$ cat src/rtl/fp_mul_int_vec_seq.sv
// fp_mul_int_vec_seq: feeds a registered operand vector one lane per cycle through a shared FP16 x intN multiplier
module fp_mul_int_vec_seq #(
  parameter int NUM_LANES = 4,
  parameter int WIDTH_A   = 16,
  parameter int WIDTH_B   = 4,
  parameter int WIDTH_OUT = 32,
  parameter int CNT_WIDTH = 32
) (
  input  logic                           clk_i,
  input  logic                           rst_ni,
  input  logic                           in_valid_i,
  output logic                           in_ready_o,
  input  logic [NUM_LANES*WIDTH_A-1:0]   in_a_i,
  input  logic [NUM_LANES*WIDTH_B-1:0]   in_b_i,
  output logic                           out_valid_o,
  input  logic                           out_ready_i,
  output logic [NUM_LANES*WIDTH_OUT-1:0] out_result_o,
  output logic [WIDTH_A-1:0]             mul_a_o,
  output logic [WIDTH_B-1:0]             mul_b_o,
  input  logic [WIDTH_OUT-1:0]           mul_result_i,
  output logic                           busy_o,
  output logic [CNT_WIDTH-1:0]           mul_count_o
);
  localparam int LW = $clog2(NUM_LANES);
  typedef enum logic [1:0] {IDLE, RUN, DONE} state_t;
  state_t state, state_nx;
  logic [LW-1:0] lane;
  logic [NUM_LANES*WIDTH_A-1:0] a_q;
  logic [NUM_LANES*WIDTH_B-1:0] b_q;
  logic [NUM_LANES*WIDTH_OUT-1:0] res_q;
  logic [CNT_WIDTH-1:0] cnt_q;
  logic accept, last;
  // handshake decode and next state; a DONE vector is released in the same cycle a new one is taken
  always_comb begin
    in_ready_o = (state == IDLE) || (state == DONE && out_ready_i);
    accept = in_valid_i && in_ready_o;
    last = lane == LW'(NUM_LANES - 1);
    state_nx = accept ? RUN :
               (state == RUN && last) ? DONE :
               (state == DONE && out_ready_i) ? IDLE : state;
  end
  assign out_valid_o  = state == DONE;
  assign busy_o       = state != IDLE;
  assign out_result_o = res_q;
  assign mul_count_o  = cnt_q;
  assign mul_a_o      = a_q[lane*WIDTH_A +: WIDTH_A];
  assign mul_b_o      = b_q[lane*WIDTH_B +: WIDTH_B];
  // state register
  always_ff @(posedge clk_i or negedge rst_ni)
    if (!rst_ni) state <= IDLE;
    else state <= state_nx;
  // operand capture, lane-by-lane result collection and saturating multiply count
  always_ff @(posedge clk_i or negedge rst_ni)
    if (!rst_ni) begin
      a_q   <= '0;
      b_q   <= '0;
      res_q <= '0;
      lane  <= '0;
      cnt_q <= '0;
    end else begin
      if (accept) begin
        a_q  <= in_a_i;
        b_q  <= in_b_i;
        lane <= '0;
      end
      if (state == RUN) begin
        res_q[lane*WIDTH_OUT +: WIDTH_OUT] <= mul_result_i;
        lane <= last ? '0 : lane + 1'b1;
        if (~&cnt_q) cnt_q <= cnt_q + 1'b1;
      end
    end
endmodule

$ cat config.mk
export PLATFORM = sky130hd
export DESIGN_NAME = fp_mul_int_vec_seq
export DESIGN_NICKNAME = d
export VERILOG_FILES = /design/src/rtl/fp_mul_int_vec_seq.sv
export SDC_FILE = /design/constraint.sdc
export NUM_CORES = 1
export LEC_CHECK = 0
export CAP_MARGIN = 15
export CORE_ASPECT_RATIO = 1.25
export CORE_MARGIN = 1
export CORE_UTILIZATION = 50
export DETAILED_ROUTE_END_ITERATION = 8
export GPL_ROUTABILITY_DRIVEN = 0
export GPL_TIMING_DRIVEN = 0
export PLACE_DENSITY = 0.95
export SLEW_MARGIN = 20
export SYNTH_ARGS = -nofsm -noshare
export SYNTH_HDL_FRONTEND = slang
export SYNTH_SLANG_ARGS = --single-unit
$ cat constraint.sdc
create_clock -name clk_i -period 6.22 [get_ports clk_i]
set_input_delay 1.244 -clock clk_i [delete_from_list [all_inputs] [get_ports clk_i]]
set_output_delay 1.244 -clock clk_i [all_outputs]
set_load 0.01 [all_outputs]
=== Word level (Yosys, flattened, before mapping) ===
Cells that the tools add are included.

* Input bits: 116
* Output and inout bits: 183
* Register bits after elaboration: 244

* Equality and inequality tests: 3
* Shift operators: 4
* Reductions and logical operators: 10
* Bitwise operators: 1
* Mux-type cells: 7
* Add/subtract/negate cells: 3

{| class="wikitable"
|+ Operators by type and width
! operator !! number
|-
| $bwmux W128 || 1
|-
| $shift A32 B34 Y128 const A || 1
|-
| $shiftx A32 B34 Y128 || 1
|-
| $shiftx A64 B7 Y16 || 1
|-
| $neg A7 Y34 || 1
|-
| $add A32 B1 Y32 const B || 1
|-
| $reduce_and A32 Y1 || 1
|-
| $shiftx A16 B5 Y4 || 1
|-
| $mux W2 || 6
|-
| $eq A2 B2 Y1 const B || 2
|-
| $reduce_bool A2 Y1 || 2
|-
| $logic_and A1 B1 Y1 || 3
|-
| $reduce_bool A3 Y1 || 1
|-
| $add A2 B1 Y2 const B || 1
|-
| $eq A2 B1 Y1 const B || 1
|-
| $logic_not A2 Y1 || 1
|-
| $reduce_and A2 Y1 || 1
|-
| $logic_or A1 B1 Y1 || 1
|-
| $not A1 Y1 || 1
|}

=== Longest topological paths before layout ===
Gate-level depths: netlist of the first run.

* Depth in word-level cells: 6
* Mapped depth: 8
* Mapped depth without buffers: 6

=== Least setup slack after synthesis of the first run ===
No wires, ideal clock.

* Kind: register to output
* From: register lane[0]
* To: output port mul_a_o[10]
* Data required time: 4.976 ns
* Slack: 3.299 ns
* Data arrival time: 1.677 ns
* Cell stages (with the launch flop): 4
* Buffers on the path: 2
* Cell sequence: dfrtp_1 > clkbuf_1 > buf_1 > mux4_2

* Longest elaborated chain between the ends: 1

{| class="wikitable"
|+ Ends and longest elaborated chain
! what !! RTL line !! text
|-
| start: declaration || 27 || <nowiki>logic [LW-1:0] lane;</nowiki>
|-
| start signal: assignment || 68 || <nowiki>lane <= last ? '0 : lane + 1'b1;</nowiki>
|-
| $shiftx A64 B7 Y16 || 46 || <nowiki>assign mul_a_o = a_q[lane*WIDTH_A +: WIDTH_A];</nowiki>
|-
| end: declaration || 18 || <nowiki>output logic [WIDTH_A-1:0] mul_a_o,</nowiki>
|}

No other way between the ends.

=== Worst setup path after layout of the first run ===
* From: register lane[0]
* To: output port mul_a_o[5]

The elaborated chain is that of the path after synthesis.

==> impl_metrics.json, run 1 <==
{
  "status": "finished clean",
  "synthesis.instances": 653,
  "hold_ws_ns": 0.501,
  "cp-end-kind": "output pin",
  "start_util": 0.513,
  "antenna_cells": 0,
  "seqCellArea_um2": 6110,
  "syn-num-nets": 775,
  "cp_slowest_stage_delay_ns": 0.74,
  "dpl.hpwl_um": 19600,
  "std_cell_rows": 56,
  "grt_pass1_wl_um": 42900,
  "synth_seq_cells": 244,
  "syn_area_per_cell_um2": 14.9,
  "cp-endpoint": "mul_a_o[5]",
  "arrival_ns": 3.06,
  "grt_start_max_net_pins": 101,
  "cpMaxStageDelayCell": "buf_1",
  "groute.usage.overall": 0.281,
  "grt-ovfl-total": 0,
  "avgRoutedWirePerCell_um": 22.6,
  "max-cap-violations": 0,
  "stdcell_area_um2": 13900,
  "numCtsBuffers": 24,
  "worst_r2r_path_depth": 7,
  "via_per_inst": 5.87,
  "r2r-start": "lane[1]$_DFFE_PN0P_",
  "min_period_ns": 4.30,
  "post-route-util": 0.735,
  "power_density_nw_per_um2": 517,
  "ys.flop_type": "dfrtp_1",
  "n_fill_cell": 1189,
  "cts_tree": "built",
  "placed_cell_area_um2": 13000,
  "die_w_um": 127,
  "cts.htree.levels": 1,
  "clock_latency_ns": 0.52,
  "cts_setup_buffers": 0,
  "fin_crit_sh": 0.692,
  "drt_wl_total_um": 27800,
  "synth.most_common_cell": "dfrtp_1",
  "cts_num_sinks": 244,
  "slew_headroom": 0.360,
  "ys_seq_area_frac": 0.629,
  "drc": 0,
  "io_pins": 299,
  "antenna_found_initial": 1,
  "syn_area_um2": 9710,
  "hold_class": "flop to flop",
  "regToRegEndpoint": "out_result_o[72]$_DFFE_PN0P_",
  "irDropWorstVdd_uv": 368,
  "synth_top_cells_by_count": "dfrtp_1 (244), a22o_1 (128), mux2_2 (80), clkbuf_1 (31)",
  "die_height_um": 158,
  "core_area_um2": 18900,
  "worstMarginPinSlew_ns": 0.952,
  "clock_path_buffers": 3,
  "dr.pass1.iters": 5,
  "synth_cell_types": 37,
  "grt_pass1_vias": 7558,
  "path_cells": "clkbuf_1 > buf_1 > mux4_2 > clkdlybuf4s50_1",
  "async_flop_share": 1.00,
  "post-place-ws_ns": 2.22,
  "clock-root-buffer": "clkbuf_16",
  "drtIter0Drc": 434,
  "synth_edf_count": 0,
  "syn_to_final_growth_pct": 43.2,
  "synthTopCellsByArea": "dfrtp_1 (63%), a22o_1 (12%), mux2_2 (9.3%), mux4_2 (4.6%), xor2_1 (1.4%)",
  "multi_input_area_um2": 3410,
  "finalSetupViolations": 0,
  "drive_gt1_frac": 0.166,
  "rsz0062_at_grt": "no",
  "power_leakage_nw": 6.08,
  "critPathKind": "flop to output pin",
  "antenna_left": 0,
  "yosysWarningCount": 0,
  "finalHoldViolCount": 0,
  "slew_viol_final": 0,
  "ctsHoldBuffers": 0,
  "synth.top_cell.area_share": 0.629,
  "startpoint": "lane[0]$_DFFE_PN0P_",
  "postCtsResizedCells": 0,
  "regToRegSetupSlack_ns": 3.08,
  "yosys.area.top_type": "dfrtp_1",
  "fin_ws_ns": 1.92,
  "skew_ns": 0.00961,
  "path_max_fanout": 10,
  "vias": 7217,
  "fmax_ghz": 0.232,
  "die-area_um2": 20000,
  "required_ns": 4.98,
  "nNetsFinal": 1101,
  "power_w": 0.00720,
  "portBuffers": 298,
  "clk_pin_slew_ns": 0.06,
  "critPathLaunchType": "flop"
}
## worst min path at each step
stage                                        to  cells past startpoint                        start  slack [ns]
CTS                 mul_count_o[27]$_DFFE_PN0P_                      1  mul_count_o[27]$_DFFE_PN0P_        0.50
finish              mul_count_o[27]$_DFFE_PN0P_                      1  mul_count_o[27]$_DFFE_PN0P_        0.50
global placement     mul_count_o[6]$_DFFE_PN0P_                      1   mul_count_o[6]$_DFFE_PN0P_        0.48
floorplan                   a_q[32]$_DFFE_PN0P_                      1          a_q[32]$_DFFE_PN0P_        0.48
global route        mul_count_o[27]$_DFFE_PN0P_                      1  mul_count_o[27]$_DFFE_PN0P_        0.51
detailed placement  mul_count_o[27]$_DFFE_PN0P_                      1  mul_count_o[27]$_DFFE_PN0P_        0.49
## sequential cells by signal, indices dropped and copies added, names as in the netlist
signal,cells
out_result_o,128
a_q,64
mul_count_o,32
b_q,16
lane,2
state,2
## logic make-up (layout without fill, tap and decap cells)
kind of cell             after synthesis  after routing  synth area share
AND/OR/NAND/NOR                       87             87            0.0496
XOR/XNOR                              31             31            0.0280
flip-flops                           244            244             0.629
multiplexers                         100            100             0.139
buffers and inverters                 47            391            0.0198
adder cells (fa/ha/maj)                6              6           0.00773
AO/OA/AOI/OAI                        138            138             0.127
## layout make-up
type	count	share of cell area
sequential	244	0.439
multi-input combinational	362	0.245
timing repair buffer	300	0.219
clock buffer	32	0.0512
tap	232	0.0209
buffer	40	0.0120
clock inverter	12	0.0112
inverter	7	0.00189
## placed cells by master, fill, tap and decap left out, types with 9 or more instances in the layout
master           instances
nor2_1                   9
dfrtp_1                244
clkdlybuf4s50_1        297
xor2_1                  16
nor3_1                  11
clkbuf_1                32
mux2_2                  80
nand2_1                 20
xnor2_1                 15
a22o_1                 128
nand3_1                 11
mux4_2                  20
clkbuf_16               25
## critical path: cells and delay by family, from the launching register on
family	cells	cell delay (ns)
muxes	1	0.61
buffers and inverters	3	1.56
DFF	1	0.37
## routing by layer
metal / vias up / GRT usage / share of wire
li1: 3106 / - / -
met1: 3694 / 0.332 / 0.36
met2: 339 / 0.501 / 0.53
met3: 78 / 0.0537 / 0.068
met4: 0 / 0.121 / 0.040
met5: - / 0 / 0
## through the flow
step	TNS (ns)	std cells
finish	0	1229
detailed placement	0	1185
global route	0	1229
floorplan	0	653
CTS	0	1229
global placement	-1455.40	1183
## power by group
part	switching, W	internal (W)
combinational	0.00121	0.00173
sequential	0.000435	0.00225
clock	0.000632	0.000936
total	0.00228	0.00492
No activity file was read; power rests on OpenSTA's default activity.
==> inputs of run 2 (changes only) <==
- CORE_UTILIZATION: 50 -> 47
- PLACE_DENSITY: 0.95 -> 0.9
- clock period: 6.22 -> 4 ns (I/O delays scaled with it)
==> impl_metrics.json, run 2 (same netlist as run 1, synthesis figures left out) <==
{
  "arrival_ns": 3.00,
  "drive_gt1_frac": 0.163,
  "io_pins": 299,
  "cp-end-kind": "output pin",
  "path_delay_family": "buffers and inverters",
  "via_per_inst": 5.69,
  "clockPowerShare": 0.220,
  "vias": 7212,
  "power_density_nw_per_um2": 804,
  "path_max_fanout": 10,
  "grt_start_max_net_pins": 100,
  "path_buf_inv": 3,
  "grt_pass1_vias": 7764,
  "worstMarginPinSlew_ns": 0.910,
  "final_common_cell": "clkdlybuf4s50_1",
  "top_layer": "met4",
  "status": "finished clean",
  "path_cells": "clkbuf_1 > buf_1 > mux4_2 > clkdlybuf4s50_1",
  "cts.htree.levels": 1,
  "slew_headroom": 0.388,
  "antenna_cells": 0,
  "core_area_um2": 20200,
  "finalSetupTns_ns": 0,
  "clock_path_buffers": 3,
  "dpl.hpwl_um": 20500,
  "max-cap-violations": 0,
  "power_leakage_nw": 6.08,
  "hold_class": "primary input to asynchronous set/reset pin",
  "die_w_um": 131,
  "irDropWorstVdd_uv": 406,
  "required_ns": 3.20,
  "antenna_left": 0,
  "fmax_ghz": 0.263,
  "groute.usage.overall": 0.270,
  "wl_met3_um": 1920,
  "skew_ns": 0.0108,
  "cpMaxStageDelayCell": "buf_1",
  "seqCellArea_um2": 6110,
  "start_util": 0.481,
  "startpoint": "lane[0]$_DFFE_PN0P_",
  "largest_register_ffs": 128,
  "drc": 0,
  "cp_slowest_stage_delay_ns": 0.73,
  "grt-ovfl-total": 0,
  "internal-power_w": 0.00773,
  "die_height_um": 163,
  "antenna_found_initial": 0,
  "r2r-start": "lane[1]$_DFFE_PN0P_",
  "ctsHoldBuffers": 0,
  "finalHoldViolCount": 0,
  "comb_power_share": 0.409,
  "dr.pass1.iters": 5,
  "dp.cells": 1223,
  "avgRoutedWirePerCell_um": 22.2,
  "multi_input_area_um2": 3410,
  "clk_pin_slew_ns": 0.06,
  "critPathLaunchType": "flop",
  "cts_tree": "built",
  "final_cell_mix": "clkdlybuf4s50_1 (297), dfrtp_1 (244), a22o_1 (128)",
  "clock-root-buffer": "clkbuf_16",
  "postCtsResizedCells": 0,
  "routed-wl-met2_um": 14400,
  "nNetsFinal": 1101,
  "drt_wl_total_um": 28100,
  "rsz0062_at_grt": "no",
  "cts_setup_buffers": 0,
  "grt_pass1_wl_um": 43900,
  "power_frac_seq": 0.371,
  "finalSetupViolations": 0,
  "slew_viol_final": 0,
  "syn_to_final_growth_pct": 43.9,
  "clock_latency_ns": 0.51,
  "final_cells": 1267,
  "numCtsBuffers": 24,
  "m1WireLength_um": 10500,
  "fin_crit_sh": 0.950,
  "drtIter0Drc": 365,
  "p_sw_frac": 0.312,
  "std_cell_rows": 58,
  "cts_num_sinks": 244,
  "switching_power_w": 0.00351,
  "critPathKind": "flop to output pin",
  "min_period_ns": 3.80,
  "n_fill_cell": 1359,
  "portBuffers": 298,
  "die-area_um2": 21200
}
-- run 2: cell count changes in the layout (fill, tap and decap cells not counted), sizes merged --
cell,previous run,this run
clkbuf,63,67
clkinv,6,2
inv,9,7
bufinv,3,4
clkinvlp,1,2
-- run 2: layout make-up --
type                    count  share of cell area
plain buffers              40              0.0119
clock buffers              36              0.0527
repair buffers            300               0.218
well taps                 270              0.0242
clock inverters             8              0.0104
flip-flops and latches    244               0.437
inverters                   7             0.00188
multi-input cells         362               0.244
-- run 2: through the flow --
step	setup slack, ns	util	hold WS [ns]	total power (W)	instance area [um2]
floorplan	1.52	-	0.475	0.00625	9710
global placement	-7.86	0.646	0.478	0.00855	13000
detailed placement	0.439	0.649	0.476	0.00877	13100
CTS	0.105	0.693	0.240	0.0113	14000
global route	0.00247	0.693	0.275	0.0118	14000
finish	0.201	0.693	0.242	0.0112	14000
-- run 2: worst register-to-register path: stages (launching register included) --
cell      delay, ns
dfrtp_1        0.43
clkbuf_1       0.59
inv_1          0.22
ha_1           0.42
nand2_1        0.07
nor4_1         0.70
buf_2          0.37
a22o_1         0.19
-- run 2: routing by layer --
metal | GRT usage | vias up
met5 | 0 | -
met1 | 0.319 | 3677
li1 | - | 3111
met4 | 0.131 | 0
met2 | 0.469 | 331
met3 | 0.0506 | 93
-- run 2: power by group through the flow --
| stage | Sequential [W] | Clock (W) | Combinational (W) |
|---|---|---|---|
| after floorplan | 0.00429 | 0 | 0.00196 |
| after global routing | 0.00429 | 0.00260 | 0.00489 |
| after detailed placement | 0.00418 | 0 | 0.00459 |
| final | 0.00417 | 0.00248 | 0.00459 |
| after global placement | 0.00412 | 0 | 0.00444 |
| after CTS | 0.00416 | 0.00251 | 0.00463 |
-- run 2: final timing paths --
check                                          endpoint  slack, ns  cells past startpoint
min reg2reg                 mul_count_o[31]$_DFFE_PN0P_       0.48                      1
min in group clk_i          mul_count_o[31]$_DFFE_PN0P_       0.48                      1
min                        out_result_o[20]$_DFFE_PN0P_       0.24                      1
max in group asynchronous            a_q[5]$_DFFE_PN0P_       2.53                      3
max                                         mul_a_o[10]       0.20                      4
max reg2reg                out_result_o[74]$_DFFE_PN0P_       0.94                      7
